===== config.mk =====
export PLATFORM = sky130hd
export DESIGN_NAME = r_rr_arbiter_param
export DESIGN_NICKNAME = d
export VERILOG_FILES = /design/src/rtl/r_rr_arbiter_param.sv
export SDC_FILE = /design/constraint.sdc
export NUM_CORES = 1
export LEC_CHECK = 0
export ABC_CLOCK_PERIOD_IN_PS = 3300
export BUFFER_PORTS_ARGS = -buffer_cell sky130_fd_sc_hd__buf_2
export CELL_PAD_IN_SITES_DETAIL_PLACEMENT = 0
export CELL_PAD_IN_SITES_GLOBAL_PLACEMENT = 2
export CORE_UTILIZATION = 25
export CTS_BUF_LIST = sky130_fd_sc_hd__clkbuf_4 sky130_fd_sc_hd__clkbuf_8
export DETAILED_ROUTE_END_ITERATION = 10
export PLACE_DENSITY_LB_ADDON = 0.05
export SETUP_SLACK_MARGIN = 0.3
export SLEW_MARGIN = 30
export SYNTH_ARGS = -nofsm -noshare
export SYNTH_HDL_FRONTEND = slang
export SYNTH_SLANG_ARGS = --single-unit

===== constraint.sdc =====
create_clock -name clk -period 3.3 [get_ports clk]
set_input_delay 0.33 -clock clk [delete_from_list [all_inputs] [get_ports clk]]
set_output_delay 0.33 -clock clk [all_outputs]
set_load 0.05 [all_outputs]

===== src/rtl/r_rr_arbiter_param.sv =====
// r_rr_arbiter_param
// Round-robin arbiter for the AXI read-response channel. Picks one of NUM_SLV slave R streams,
// keeps it on the master port until the burst ends (or every beat when LOCK_BURST=0), and
// rotates priority so the most recent winner is served last next time.
//
// Ports:
//   clk        rising-edge clock
//   reset      synchronous active-high reset
//   s_rvalid   per-slave RVALID
//   s_rlast    per-slave RLAST
//   s_rid      per-slave RID, slave i at [i*ID_W +: ID_W]
//   s_rready   per-slave RREADY (only the granted bit can be set)
//   m_rready   master RREADY
//   m_rvalid   granted slave's RVALID
//   m_rlast    granted slave's RLAST
//   r_slv_sel  granted slave index, NUM_SLV when idle
//   id_valid   grant active
//   id         RID captured when the grant was made
module r_rr_arbiter_param #(
  parameter int unsigned NUM_SLV    = 5,
  parameter int unsigned ID_W       = 6,
  parameter bit          LOCK_BURST = 1'b1,
  parameter int unsigned SEL_W      = $clog2(NUM_SLV + 1)
) (
  input  logic                    clk,
  input  logic                    reset,
  input  logic [NUM_SLV-1:0]      s_rvalid,
  input  logic [NUM_SLV-1:0]      s_rlast,
  input  logic [NUM_SLV*ID_W-1:0] s_rid,
  output logic [NUM_SLV-1:0]      s_rready,
  input  logic                    m_rready,
  output logic                    m_rvalid,
  output logic                    m_rlast,
  output logic [SEL_W-1:0]        r_slv_sel,
  output logic                    id_valid,
  output logic [ID_W-1:0]         id
);

  typedef enum logic [0:0] {StIdle, StGrant} state_e;

  state_e             state_q, state_d;
  logic [SEL_W-1:0]   ptr_q, ptr_d;
  logic [SEL_W-1:0]   sel_q, sel_d;
  logic [ID_W-1:0]    id_q, id_d;

  logic               any_req;
  logic               found_hi, found_lo;
  logic [SEL_W-1:0]   win_hi, win_lo, win;
  logic [ID_W-1:0]    win_id;
  logic               rel_evt;

  assign any_req   = |s_rvalid;
  assign id_valid  = (state_q == StGrant);
  assign r_slv_sel = sel_q;
  assign id        = id_q;

  // Rotating search: the first requester at or above ptr wins; if none, the lowest-index
  // requester below ptr wins, which is the wrapped continuation of the same search.
  always_comb begin
    found_hi = 1'b0;
    found_lo = 1'b0;
    win_hi   = '0;
    win_lo   = '0;
    for (int unsigned i = 0; i < NUM_SLV; i++) begin
      if (s_rvalid[i]) begin
        if (!found_hi && (SEL_W'(i) >= ptr_q)) begin
          found_hi = 1'b1;
          win_hi   = SEL_W'(i);
        end
        if (!found_lo) begin
          found_lo = 1'b1;
          win_lo   = SEL_W'(i);
        end
      end
    end
    win    = found_hi ? win_hi : win_lo;
    win_id = '0;
    for (int unsigned i = 0; i < NUM_SLV; i++) begin
      if (win == SEL_W'(i)) begin
        win_id = s_rid[i*ID_W +: ID_W];
      end
    end
  end

  // Channel mux; everything is forced low while no grant is active.
  always_comb begin
    s_rready = '0;
    m_rvalid = 1'b0;
    m_rlast  = 1'b0;
    for (int unsigned i = 0; i < NUM_SLV; i++) begin
      if (id_valid && (sel_q == SEL_W'(i))) begin
        s_rready[i] = m_rready;
        m_rvalid    = s_rvalid[i];
        m_rlast     = s_rlast[i];
      end
    end
  end

  assign rel_evt = id_valid & m_rvalid & m_rready & (m_rlast | ~LOCK_BURST);

  always_comb begin
    state_d = state_q;
    ptr_d   = ptr_q;
    sel_d   = sel_q;
    id_d    = id_q;
    if ((state_q == StIdle) || rel_evt) begin
      if (any_req) begin
        // Re-arbitrating in the release cycle avoids a bubble between bursts.
        state_d = StGrant;
        sel_d   = win;
        id_d    = win_id;
        ptr_d   = (win == SEL_W'(NUM_SLV - 1)) ? '0 : win + SEL_W'(1);
      end else begin
        state_d = StIdle;
        sel_d   = SEL_W'(NUM_SLV);
      end
    end
  end

  always_ff @(posedge clk) begin
    if (reset) begin
      state_q <= StIdle;
      ptr_q   <= '0;
      sel_q   <= SEL_W'(NUM_SLV);
      id_q    <= '0;
    end else begin
      state_q <= state_d;
      ptr_q   <= ptr_d;
      sel_q   <= sel_d;
      id_q    <= id_d;
    end
  end

endmodule


# Word level (Yosys, flattened, before mapping)
# Index checks and enable logic that the tools add are counted.
# word_totals
reg_bits,13
inputBits,43
out_inout_bits,17
word_cells,94
# classes
reduce_logical,18
n_addsub,1
mux,54
bitwise,4
n_eq_ne,8
magnitude_cmp,5
# op_table
operator,n
2-to-1 mux 3 bit,15
2-to-1 mux 1 bit,34
2-to-1 mux 6 bit,5
equality test 3 x 2 -> 1 bit (second input constant),4
logical AND 1 bit,9
equality test 3 x 1 -> 1 bit (second input constant),2
equality test 3 bit (second input constant),2
greater-or-equal comparator 1 x 3 -> 1 bit (first input constant),2
greater-or-equal comparator 2 x 3 -> 1 bit (first input constant),2
zero test 3 bit,2
OR reduction 5 bit,1
zero test 1 bit,4
adder 3 x 1 -> 3 bit (second input constant),1
AND 1 bit,3
greater-or-equal comparator 3 bit (first input constant),1
AND reduction 2 bit,1
logical OR 1 bit,1
inverter 1 bit,1

# Longest topological paths before layout
# Gate-level depths: netlist (run 1).
# logic_depth
ltp_word,26
depth_mapped,11
depth_no_buf,11

# Worst setup path before layout (run 1)
# No wires, ideal clock.
# synth_path
path_kind,reg-to-output
start,reg state_q (netlist: id_valid)
end,out s_rready[1]
slack_ns,0.686
required_time_ns,2.970
arrival_ns,2.284
stages_incl_launch_ff,4
cell_sequence,dfxtp_1 -> nand2b_1 -> or2_1 -> nor3b_1
# synth_via
elab_chain_cells,2
# synth_rtl
item,line,source
start: declaration,41,"state_e state_q, state_d;"
start signal: assignment,122,state_q <= StIdle;
start signal: assignment,127,state_q <= state_d;
logical AND 1 bit,91,if (id_valid && (sel_q == SEL_W'(i))) begin
2-to-1 mux 1 bit,91,
end: declaration,30,"output logic [NUM_SLV-1:0] s_rready,"
# No other way between the ends.

# Worst setup path after layout (run 1)
# layout_path
start,reg ptr_q[0]
end,reg id_q[5] (netlist: id[5])
# layout_via
elab_chain_cells,26
# layout_rtl
item,line,source
start: declaration,42,"logic [SEL_W-1:0] ptr_q, ptr_d;"
start signal: assignment,128,ptr_q <= ptr_d;
greater-or-equal comparator 1 x 3 -> 1 bit,66,if (!found_hi && (SEL_W'(i) >= ptr_q)) begin
2-to-1 mux 1 bit,66,
2-to-1 mux 1 bit,65,if (s_rvalid[i]) begin
zero test 1 bit,66,
logical AND 1 bit,66,
2-to-1 mux 1 bit,66,
2-to-1 mux 1 bit,65,
zero test 1 bit,66,
[7 not listed],n/a,
zero test 1 bit,66,
logical AND 1 bit,66,
2-to-1 mux 3 bit or 2-to-1 mux 1 bit (tied branches),66,
2-to-1 mux 3 bit or 2-to-1 mux 1 bit (tied branches),65,
2-to-1 mux 3 bit (*),76,win = found_hi ? win_hi : win_lo;
zero test 3 bit,79,if (win == SEL_W'(i)) begin
2-to-1 mux 6 bit (4 in a row),79,
2-to-1 mux 6 bit (*),79,
end signal: assignment,130,id_q <= id_d;
end: declaration,44,"logic [ID_W-1:0] id_q, id_d;"
# Every way passes the cells marked *; elsewhere a longest branch is shown, timed or not.
# A chain may end at the register's enable or synchronous reset.

==> impl_summary.txt, run 1 <==
----------------------------------------------------
[Run status]
  Result of the run ... finished, violations left
  Violated checks ... DRC

[Finish]
  Total number of nets in the final design ... 262
  Layout cells sized above 1 ... 36.2%
  Number of inserted diodes ... 0
  P&R area growth vs syn ... 31.9%

[Timing]
  Total Negative Setup Slacks ... 0 ns
  Hold Fails Final Rpt ... 0
  Final number of max-transition violations ... 0
  Share of the clock period used by the worst path ... 82.2%
  Worst slew margin relative to its limit ... 48.1%
  RSZ-0062 raised after global routing ... no
  Final setup violation count ... 0
  Tightest Pin Transition ... 0.779 ns
  Worst Skew ... 0.00412 ns
  Final critical path time including I/O delays and setup ... 2.71 ns
  F_max ... 0.369 GHz

[Placement]
  Number of buffers inserted by port buffering ... 59
  HPWL after detailed placement ... 2930 um
  Routability congestion estimate from global placement ... 0.751

[Floorplanning]
  Number of core rows ... 24
  Area enclosed by the die boundary ... 0.00509 sq mm
  Top-level I/O count ... 60
  Placeable core region ... 0.00447 sq mm
  Starting density of the core ... 26.9%
  Die span in x ... 71.4 um
  Floorplan die height ... 71.4 um

[Logic synthesis]
  Largest area contributor in the synthesized netlist ... sky130_fd_sc_hd__dfxtp_1
  Average cell area after synthesis ... 7.71 sq um
  Yosys warning total ... 0
  Share of the synthesized area in the top cell type ... 21.6%
  Library cell with the highest instance count after synthesis ... sky130_fd_sc_hd__nor2_1
  Net count of the mapped netlist ... 204
  Leading post-synthesis cells by cell area ... sky130_fd_sc_hd__dfxtp_1, sky130_fd_sc_hd__o41ai_2, sky130_fd_sc_hd__nor2_1, sky130_fd_sc_hd__ha_1, sky130_fd_sc_hd__nor2b_1
  Top post-synthesis cells by count ... sky130_fd_sc_hd__nor2_1, sky130_fd_sc_hd__dfxtp_1, sky130_fd_sc_hd__o21ai_1, sky130_fd_sc_hd__nor2b_1
  Cell area after synthesis ... 0.00120 sq mm
  Share of the yosys chip area belonging to registers ... 21.6%
  Dominant synthesized flop cell ... sky130_fd_sc_hd__dfxtp_1
  Fraction of synthesis flops using an asynchronous set or reset pin ... 0%
  Gate count of the mapped netlist ... 156
  Unique cell type count in the Yosys netlist ... 38
  Number of synthesized flops with an enable pin ... 0
  Yosys reg bits ... 13

[Route]
  Number of DRC markers after the initial detailed-route iteration ... 65
  DR vias ... 1363
  Wire length on met1 ... 1630 um
  Highest signal layer in the routed design ... met4
  Avg Vias per Cell ... 5.14
  Number of remaining DRC errors ... 5
  Routed length per instance ... 14.1 um
  Met3 wire len ... 221 um
  Met2 WL ... 1860 um
  Overall routed net length ... 3730 um
  DRT antenna net count ... 0
  Detailed-routing iteration count for the pre-antenna-repair pass ... 7

[Global route]
  Pin count of the biggest net entering global routing ... 25
  Aggregate global-route resource usage ... 15.2%
  GRT overflow ... 0
  Wire length of the first global-routing pass ... 6180 um
  Number of antenna violations at the first check in global routing ... 0
  Via count of the first global-routing pass ... 1358

[Setup path]
  Startpoint types ... register
  Required time of the critical path ... 3.39 ns
  Top fanout value on the critical path ... 6
  Cell depth of the worst flop-to-flop path ... 12
  Worst R2R End ... id[5]
  Crit Reg-Reg Startpoint ... ptr_q[0]
  Crit Path Category ... reg2reg
  Setup crit end kind ... register
  Endpoint arrival time on the critical path ... 2.81 ns
  R2R setup slack ... 0.59 ns

[Clocking]
  Later-pin clock latency in the skew report ... 0.24 ns
  Clk sinks ... 13
  Buffer levels on the longest clock path ... 2
  Number of H-tree levels ... 1
  CTS tree ... yes
  Post-cts hold buffer count ... 0
  Root Buffer Master ... sky130_fd_sc_hd__clkbuf_8
  Clock buffer count from CTS ... 3
  Clock-pin transition on the worst setup and hold timing paths ... 0.06 ns

[Power and ir drop]
  Peak supply drop ... 0.000225 V
  Total power per unit cell area ... 441 mW/mm^2
  Lkg Pwr ... 0.757 nW
  Post-layout total power ... 0.700 mW

[Worst hold path]
  Type of the most critical hold path ... in2reg
  HP Start ... s_rid[24]
  Hold Path Sink ... id[0]
  Number of cells traversed by the worst hold path ... 3

[Flow run]
  Max-capacitance violation count ... 0

----------------------------------------------------
-- through the flow --
step | util, % | worst slack, ns | hold slack [ns] | cell area (sq um) | std cells
finish | 35.5 | 0.587 | 0.415 | 1590 | 265
global route | 35.5 | 0.384 | 0.424 | 1590 | 265
CTS | 35.4 | 0.584 | 0.415 | 1580 | 265
detailed placement | 34.3 | 0.528 | 0.552 | 1540 | 261
global placement | 34.3 | 0.551 | 0.559 | 1540 | 261
floorplan | - | 0.686 | 0.457 | 1200 | 156
-- how the worst max path moves through the flow --
stage | from | cells past startpoint | end | slack (ns)
2_1_floorplan | id_valid | 3 | s_rready[1] | 0.69
3_3_place_gp | s_rvalid[2] | 13 | id[0] | 0.55
3_5_place_dp | s_rvalid[0] | 11 | id[5] | 0.53
4_1_cts | ptr_q[0] | 12 | id[5] | 0.58
5_1_grt | ptr_q[0] | 11 | id[5] | 0.38
6_report | ptr_q[0] | 12 | id[5] | 0.59
-- flip-flops by register name (all words and copies together), names as in the netlist --
signal     count
id_valid       1
r_slv_sel      3
id             6
ptr_q          3
-- routing by layer --
layer  track usage, %  vias up
li1                 -      691
met1             16.9      621
met2             29.6       47
met3             3.80        4
met4             1.56        0
met5                0        -
-- critical path, stage by stage (launching register included) --
cell	delay [ns]
sky130_fd_sc_hd__dfxtp_1	0.40
sky130_fd_sc_hd__a21boi_1	0.11
sky130_fd_sc_hd__o21bai_1	0.21
sky130_fd_sc_hd__a31oi_1	0.12
sky130_fd_sc_hd__o31ai_1	0.25
sky130_fd_sc_hd__buf_4	0.20
sky130_fd_sc_hd__inv_1	0.06
sky130_fd_sc_hd__ha_1	0.18
sky130_fd_sc_hd__nor2b_2	0.19
sky130_fd_sc_hd__a22oi_1	0.14
sky130_fd_sc_hd__o21ai_0	0.11
sky130_fd_sc_hd__a221oi_1	0.48
sky130_fd_sc_hd__o41ai_2	0.13
-- repair_timing --
item,CTS,global route
endpoints found under the setup margin,0,3
setup buffers,0,0
resized for setup,0,1
-- power breakdown --
part	total [mW]	internal [mW]	switching [mW]
registers	0.203	0.179	0.0236
clock network	0.148	0.0933	0.0548
logic	0.349	0.130	0.219
total	0.700	0.403	0.298
-- cells by family (layout without fill, tap and decap cells) --
logic type,Yosys count,after routing,synth area share [%]
AO/OA/AOI/OAI,55,55,36.8
adder cells (fa/ha/maj),5,5,5.20
buffers and inverters,19,76,7.39
flip-flops,13,13,21.6
multiplexers,3,3,2.50
AND/OR/NAND/NOR,61,61,26.4
-- cells in the final DEF, fill, tap and decap left out, drive strengths merged, types with 2 or more instances in the layout --
| cell type | count |
|---|---|
| nor4 | 2 |
| a22oi | 6 |
| nor2 | 17 |
| and2 | 4 |
| nand3 | 2 |
| ha | 5 |
| a21oi | 4 |
| buf | 62 |
| or2 | 2 |
| nand2 | 9 |
| inv | 9 |
| mux2i | 3 |
| nor3 | 6 |
| o21ai | 18 |
| nand2b | 2 |
| a21boi | 3 |
| dfxtp | 13 |
| o41a | 2 |
| o41ai | 8 |
| nor2b | 10 |
| and3 | 4 |
| a31oi | 2 |
| nor3b | 2 |
| clkbuf | 4 |
| a221oi | 6 |
-- cell type report --
class	count	area, sq um
repair buffers	62	318
fillers	491	2890
well taps	52	65.1
inverters	10	38.8
clock buffers	4	48.8
flip-flops and latches	13	260
multi-input cells	124	856
No activity file was read; power rests on OpenSTA's default activity.
==> run 2: changes to the inputs <==
ABC_AREA = 1   (was unset)
ABC_CLOCK_PERIOD_IN_PS = 2400   (was 3300)
CORE_UTILIZATION = 20   (was 25)
clock period = 2.4 ns   (was 3.3 ns; I/O delays follow)
==> run 2 against run 1 <==
Effect of this change:
- the run now ends clean
- routed wire length rose by 17%
- cell count grew 38%
- die area up 31%
==> impl_summary.txt, run 2 <==
----------------------------------------------------
[Finish]
  Storage cell area ... 275 sq um (+5.8%)
  Combined area of the multi-input logic cells ... 970 sq um (+13%)
  Commonest cells after routing, fill and taps aside ... sky130_fd_sc_hd__nand2_1, sky130_fd_sc_hd__buf_2, sky130_fd_sc_hd__nand3_1
  P&R area growth vs syn ... 50.7%
  Total number of nets in the final design ... 340 (+30%)
  Final cell count without fillers ... 366 (+38%)
  FILL cells ... 712 (+45%)
  Number of inserted diodes ... 0 (unchanged)
  Number of flip-flops in the largest register ... 6 (unchanged)
  Layout cells sized above 1 ... 40.2% (+4.1 points)

[Global route]
  Pin count of the biggest net entering global routing ... 18 (-28%)
  Met3 usage in global routing ... 2.67% (-1.1 points)
  Via count of the first global-routing pass ... 1506 (+11%)
  GR met2 Demand/Resource ... 25.3% (-4.4 points)
  Aggregate global-route resource usage ... 13.6% (-1.5 points)
  Met1 usage in global routing ... 16.2% (-0.68 points)
  GRT overflow ... 0 (unchanged)
  Wire length of the first global-routing pass ... 6990 um (+13%)
  Number of antenna violations at the first check in global routing ... 0 (unchanged)
  Highest-utilization routing layer at the global route stage ... met2

[Clocking]
  Buffer levels on the longest clock path ... 2 (unchanged)
  Number of H-tree levels ... 1 (unchanged)
  Clock buffer count from CTS ... 3 (unchanged)
  CTS tree ... yes
  Later-pin clock latency in the skew report ... 0.24 ns (about the same)
  Clock-pin transition on the worst setup and hold timing paths ... 0.06 ns (about the same)
  Root Buffer Master ... sky130_fd_sc_hd__clkbuf_8
  Clk sinks ... 13 (unchanged)

[Route]
  Routed length per instance ... 11.9 um (-15%)
  Number of DRC markers after the initial detailed-route iteration ... 37 (-43%)
  Number of remaining DRC errors ... 0 (-5)
  DR vias ... 1584 (+16%)
  Overall routed net length ... 4370 um (+17%)
  Avg Vias per Cell ... 4.33 (-16%)
  DRT antenna net count ... 0 (unchanged)
  Detailed-routing iteration count for the pre-antenna-repair pass ... 6 (-1)

[Logic synthesis]
  Gate count of the mapped netlist ... 221 (+42%)
  Top post-synthesis cells by count ... sky130_fd_sc_hd__nand2_1, sky130_fd_sc_hd__inv_1, sky130_fd_sc_hd__nand3_1, sky130_fd_sc_hd__nor2_1, sky130_fd_sc_hd__dfxtp_1
  Largest area contributor in the synthesized netlist ... sky130_fd_sc_hd__dfxtp_1
  Net count of the mapped netlist ... 269 (+32%)
  Dominant synthesized flop cell ... sky130_fd_sc_hd__dfxtp_1
  Yosys reg bits ... 13 (unchanged)
  Fraction of synthesis flops using an asynchronous set or reset pin ... 0% (unchanged)
  Library cell with the highest instance count after synthesis ... sky130_fd_sc_hd__nand2_1
  Yosys warning total ... 0 (unchanged)
  Share of the synthesized area in the top cell type ... 20.6% (-1.1 points)
  Share of the yosys chip area belonging to registers ... 20.6% (-1.1 points)
  Unique cell type count in the Yosys netlist ... 24 (-37%)
  Average cell area after synthesis ... 5.72 sq um (-26%)
  Cell area after synthesis ... 0.00126 sq mm (+5.2%)
  Leading post-synthesis cells by cell area ... sky130_fd_sc_hd__dfxtp_1, sky130_fd_sc_hd__nand2_1, sky130_fd_sc_hd__nand3_1, sky130_fd_sc_hd__inv_1, sky130_fd_sc_hd__nor2_1
  Number of synthesized flops with an enable pin ... 0 (unchanged)

[Timing]
  Total Negative Setup Slacks ... 0 ns (unchanged)
  Tightest Pin Transition ... 0.330 ns (-0.449 ns)
  Worst slew margin relative to its limit ... 77.9% (+30 points)
  Final setup violation count ... 0 (unchanged)
  F_max ... 0.514 GHz (+40%)
  RSZ-0062 raised after global routing ... yes
  Final critical path time including I/O delays and setup ... 1.94 ns (-0.769 ns)
  Final number of max-transition violations ... 0 (unchanged)
  Final hold slack ... 0.291 ns (-0.124 ns)
  Share of the clock period used by the worst path ... 81.0% (-1.2 points)
  Hold Fails Final Rpt ... 0 (unchanged)
  Worst Skew ... 0.00494 ns (+0.000820 ns)

[Setup path]
  Launch point of the worst path ... ptr_q[0]
  Required time of the critical path ... 2.57 ns (-0.82 ns)
  Crit Reg-Reg Startpoint ... ptr_q[0]
  Endpoint arrival time on the critical path ... 2.12 ns (-0.69 ns)
  Top fanout value on the critical path ... 13 (+7)
  Crit Path Category ... reg2reg
  Setup crit end kind ... register
  Startpoint types ... register

[Power and ir drop]
  Peak supply drop ... 0.000259 V (+15%)
  Total power per unit cell area ... 552 mW/mm^2 (+25%)
  Lkg Pwr ... 1.01 nW (+34%)
  Post-layout total power ... 1.05 mW (+50%)

[Floorplanning]
  Starting density of the core ... 21.0% (-5.9 points)
  Floorplan die height ... 81.5 um (+14%)
  Top-level I/O count ... 60 (unchanged)
  Placeable core region ... 0.00603 sq mm (+35%)
  Area enclosed by the die boundary ... 0.00665 sq mm (+31%)
  Die span in x ... 81.5 um (+14%)
  Number of core rows ... 28 (+17%)

[Placement]
  Cell count after placement ... 358 (+37%)
  Routability congestion estimate from global placement ... 0.731 (-2.6%)
  HPWL after detailed placement ... 3550 um (+21%)
  Number of buffers inserted by port buffering ... 59 (unchanged)

[Worst hold path]
  Type of the most critical hold path ... in2reg
  HP Start ... reset

[Run status]
  Result of the run ... complete, no violations

[Flow run]
  Max-capacitance violation count ... 0 (unchanged)

----------------------------------------------------
## run 2: timing repair
action | CTS | global route
gates cloned | 0 | 0
setup endpoints to repair | 7 | 7
hold buffers | 0 | 0
setup buffers | 0 | 4
pin swaps | 0 | 14
resized for setup | 6 | 37
## run 2: worst paths after layout
path | end | slack, ns | cells after the start
worst min register to register | id[1] | 0.46 | 2
worst max register to register | ptr_q[2] | 0.46 | 12
worst max-delay path | ptr_q[2] | 0.46 | 12
worst min-delay path | id[5] | 0.29 | 2
## run 2: final cells by class
class                   count  area share (%)
well taps                  75            4.92
clock buffers               4            2.56
multi-input cells         171            50.9
inverters                  33            7.02
repair buffers             70            20.2
flip-flops and latches     13            14.4
## run 2: stage by stage
step | util [%] | setup slack, ns | area [sq um]
floorplan | - | 0.234 | 1270
global placement | 28.0 | 0.0303 | 1690
detailed placement | 28.0 | 0.116 | 1690
CTS | 29.0 | 0.320 | 1750
global route | 31.6 | 0.261 | 1910
finish | 31.6 | 0.456 | 1910
## run 2: worst max-delay path: stages (launching register included)
cell and delay (ns):
sky130_fd_sc_hd__dfxtp_4 0.37, sky130_fd_sc_hd__nor2_4 0.05, sky130_fd_sc_hd__o21ai_2 0.14, sky130_fd_sc_hd__nand3b_1 0.12, sky130_fd_sc_hd__a21oi_2 0.19, sky130_fd_sc_hd__inv_2 0.07, sky130_fd_sc_hd__buf_4 0.14, sky130_fd_sc_hd__ha_4 0.16
sky130_fd_sc_hd__nand2_2 0.18, sky130_fd_sc_hd__inv_1 0.08, sky130_fd_sc_hd__o21ai_0 0.18, sky130_fd_sc_hd__nand2_1 0.08, sky130_fd_sc_hd__nor2_1 0.10
## run 2: layer usage
| layer | wire length [um] | vias to the layer above | share of wire (%) |
|---|---|---|---|
| met5 | 0 | - | 0 |
| met2 | 2150 | 58 | 49 |
| met3 | 280 | 2 | 6.4 |
| met1 | 1910 | 684 | 44 |
| li1 | - | 840 | - |
| met4 | 25 | 0 | 0.57 |
## run 2: report_power, final
part	total, mW	switching, mW	internal, mW
Sequential	0.272	0.0262	0.245
Clock	0.207	0.0782	0.128
Combinational	0.575	0.357	0.218
Total	1.05	0.461	0.592
## run 2: cells by family after synthesis
| family | after synthesis | share of synthesized area, % |
|---|---|---|
| DFF | 13 | 20.6 |
| and+or+nand+nor | 146 | 53.5 |
| adders and majority gates | 5 | 4.95 |
| buffers and inverters | 37 | 12.0 |
| AOI/OAI and AO/OA | 20 | 9.00 |
==> run 3: changes to the inputs <==
ABC_CLOCK_PERIOD_IN_PS = 2000   (was 2400)
CORE_UTILIZATION = 22   (was 20)
clock period = 2 ns   (was 2.4 ns; I/O delays follow)
==> run 3 against run 2 <==
Effect of this change:
- cell count grew 5.2%
- clock skew hardly changed
- final area up 20%
- die area shrank 8.9%
- critical endpoint is now id[5]
==> impl_summary.txt, run 3 (same netlist as run 2, synthesis figures left out) <==
----------------------------------------------------
[Flow run]
  Max-capacitance violation count ... 0 (unchanged)

[Floorplanning]
  Starting density of the core ... 22.8% (+1.8 points)
  Number of core rows ... 27 (-3.6%)
  Placeable core region ... 0.00554 sq mm (-8.1%)
  Floorplan die height ... 77.8 um (-4.5%)
  Top-level I/O count ... 60 (unchanged)
  Die span in x ... 77.8 um (-4.5%)
  Area enclosed by the die boundary ... 0.00606 sq mm (-8.9%)

[Timing]
  Final hold slack ... 0.266 ns (-0.0247 ns)
  Post-route worst setup slack ... 0.0595 ns (-0.396 ns)
  Final critical path time including I/O delays and setup ... 1.94 ns (-0.00381 ns)
  Worst slew margin relative to its limit ... 76.3% (-1.6 points)
  Tightest Pin Transition ... 0.354 ns (+0.0242 ns)
  Worst Skew ... 0.00493 ns (-0.00000855 ns)
  Total Negative Setup Slacks ... 0 ns (unchanged)
  RSZ-0062 raised after global routing ... yes
  F_max ... 0.515 GHz (+0.20%)
  Final setup violation count ... 0 (unchanged)
  Share of the clock period used by the worst path ... 97.0% (+16 points)
  Final number of max-transition violations ... 0 (unchanged)
  Hold Fails Final Rpt ... 0 (unchanged)

[Finish]
  Number of inserted diodes ... 0 (unchanged)
  Post-Layout Inst Area ... 0.00229 sq mm (+20%)
  Leading cell type in the layout, fill and taps excluded ... sky130_fd_sc_hd__nand2_1
  Total number of nets in the final design ... 362 (+6.5%)
  Commonest cells after routing, fill and taps aside ... sky130_fd_sc_hd__nand2_1, sky130_fd_sc_hd__buf_2, sky130_fd_sc_hd__buf_4
  P&R area growth vs syn ... 81.0%
  Final cell count without fillers ... 385 (+5.2%)
  Post-layout utilization of the core ... 41.3% (+9.7 points)
  Number of flip-flops in the largest register ... 6 (unchanged)
  Layout cells sized above 1 ... 53.4% (+13 points)

[Clocking]
  Post-cts hold buffer count ... 0 (unchanged)
  Number of H-tree levels ... 1 (unchanged)
  Clk sinks ... 13 (unchanged)
  Clock-pin transition on the worst setup and hold timing paths ... 0.06 ns (about the same)
  CTS tree ... yes
  Later-pin clock latency in the skew report ... 0.24 ns (about the same)
  Root Buffer Master ... sky130_fd_sc_hd__clkbuf_8
  Buffer levels on the longest clock path ... 2 (unchanged)
  Clock buffer count from CTS ... 3 (unchanged)

[Placement]
  Cell count after placement ... 365 (+2.0%)
  Post-DP Area ... 0.00186 sq mm (+10%)
  Routability congestion estimate from global placement ... 0.757 (+3.5%)
  HPWL after detailed placement ... 3580 um (+0.78%)
  Worst slack at placement ... -0.0739 ns (-0.190 ns)
  Number of buffers inserted by port buffering ... 59 (unchanged)

[Setup path]
  Setup crit end kind ... register
  Critical path's largest stage delay ... 0.36 ns (about the same)
  Gate family responsible for the most delay along the worst path ... simple AND/OR/NAND/NOR gates
  Startpoint types ... register
  Required time of the critical path ... 2.18 ns (-0.39 ns)
  Cells along the critical path ... nor2_4 -> o21ai_2 -> nand3b_1 -> a21oi_4 -> inv_2 -> ha_4 -> inv_4 -> nand2_1 -> nand3b_1 -> nand3_2 -> nand2_1 -> nand2_1 -> nand3_2 -> a21oi_1
  Crit Path Category ... reg2reg
  Cell type of the slowest stage on the worst timing path ... sky130_fd_sc_hd__dfxtp_2
  Cell with the most instances on the worst path ... sky130_fd_sc_hd__nand2_1
  Endpoint arrival time on the critical path ... 2.12 ns (about the same)
  Buffer and inverter count on the worst path ... 2 (-1)
  Top fanout value on the critical path ... 6 (-7)

[Route]
  Routed length per instance ... 11.8 um (-1.1%)
  Avg Vias per Cell ... 4.40 (+1.7%)
  Detailed-routing iteration count for the pre-antenna-repair pass ... 4 (-2)
  Overall routed net length ... 4540 um (+4.1%)
  Number of DRC markers after the initial detailed-route iteration ... 28 (-24%)
  Number of remaining DRC errors ... 0 (unchanged)
  DRT antenna net count ... 0 (unchanged)
  DR vias ... 1695 (+7.0%)

[Worst hold path]
  Type of the most critical hold path ... in2reg

[Global route]
  Aggregate global-route resource usage ... 15.3% (+1.7 points)
  Pin count of the biggest net entering global routing ... 18 (unchanged)
  GRT overflow ... 0 (unchanged)
  Wire length of the first global-routing pass ... 7290 um (+4.3%)
  Via count of the first global-routing pass ... 1647 (+9.4%)
  Number of antenna violations at the first check in global routing ... 0 (unchanged)

[Power and ir drop]
  Peak supply drop ... 0.000242 V (-6.5%)
  Total power per unit cell area ... 637 mW/mm^2 (+15%)
  Post-layout total power ... 1.46 mW (+39%)
  Lkg Pwr ... 1.18 nW (+16%)

[Run status]
  Result of the run ... complete, no violations

----------------------------------------------------
run 3: cell count changes in the layout (fill, tap and decap cells not counted), moves of 4 or more:
| cell | before | now |
|---|---|---|
| sky130_fd_sc_hd__nor2_2 | 1 | 8 |
| sky130_fd_sc_hd__nand2_2 | 6 | 2 |
| sky130_fd_sc_hd__inv_4 | 2 | 6 |
| sky130_fd_sc_hd__nand3_2 | 5 | 9 |
| sky130_fd_sc_hd__buf_4 | 9 | 29 |
| sky130_fd_sc_hd__nand2_4 | 1 | 6 |
| sky130_fd_sc_hd__nor3_1 | 4 | 0 |
| sky130_fd_sc_hd__nor2_1 | 24 | 17 |
| sky130_fd_sc_hd__nor3_2 | 1 | 5 |
| sky130_fd_sc_hd__nand3_1 | 30 | 23 |
run 3: path summary, 6_finish.rpt:
kind | startpoint | to | slack (ns) | cells past startpoint
worst max-delay path | ptr_q[0] | id[5] | 0.06 | 14
worst max register to register | ptr_q[0] | id[5] | 0.06 | 14
worst min register to register | id[5] | id[5] | 0.47 | 2
worst min-delay path | reset | id[1] | 0.27 | 2
run 3: where the power goes:
| part | internal [mW] | total (mW) | switching, mW |
|---|---|---|---|
| clock network | 0.154 | 0.247 | 0.0927 |
| logic | 0.390 | 0.885 | 0.495 |
| registers | 0.293 | 0.327 | 0.0341 |
| total | 0.837 | 1.46 | 0.622 |
run 3: routing by layer:
metal | GRT usage, % | share of wire, % | wire, um | vias up
met4 | 3.40 | 0.48 | 22 | 0
li1 | - | - | - | 885
met2 | 29.3 | 53 | 2400 | 46
met5 | 0 | 0 | 0 | -
met1 | 17.7 | 42 | 1930 | 762
met3 | 2.12 | 4.3 | 196 | 2
run 3: final cells by class:
cell class	instances	area, sq um
well taps	72	90.1
multi-input cells	172	1140
clock buffers	4	48.8
inverters	33	139
flip-flops and latches	13	284
repair buffers	91	586
fillers	608	3250
run 3: timing repair:
item,in CTS,in global routing
endpoints found under the setup margin,10,14
resized for setup,24,33
endpoints found under the hold margin,0,0
pin swaps,19,26
buffers inserted,8,7
gates cloned,1,0
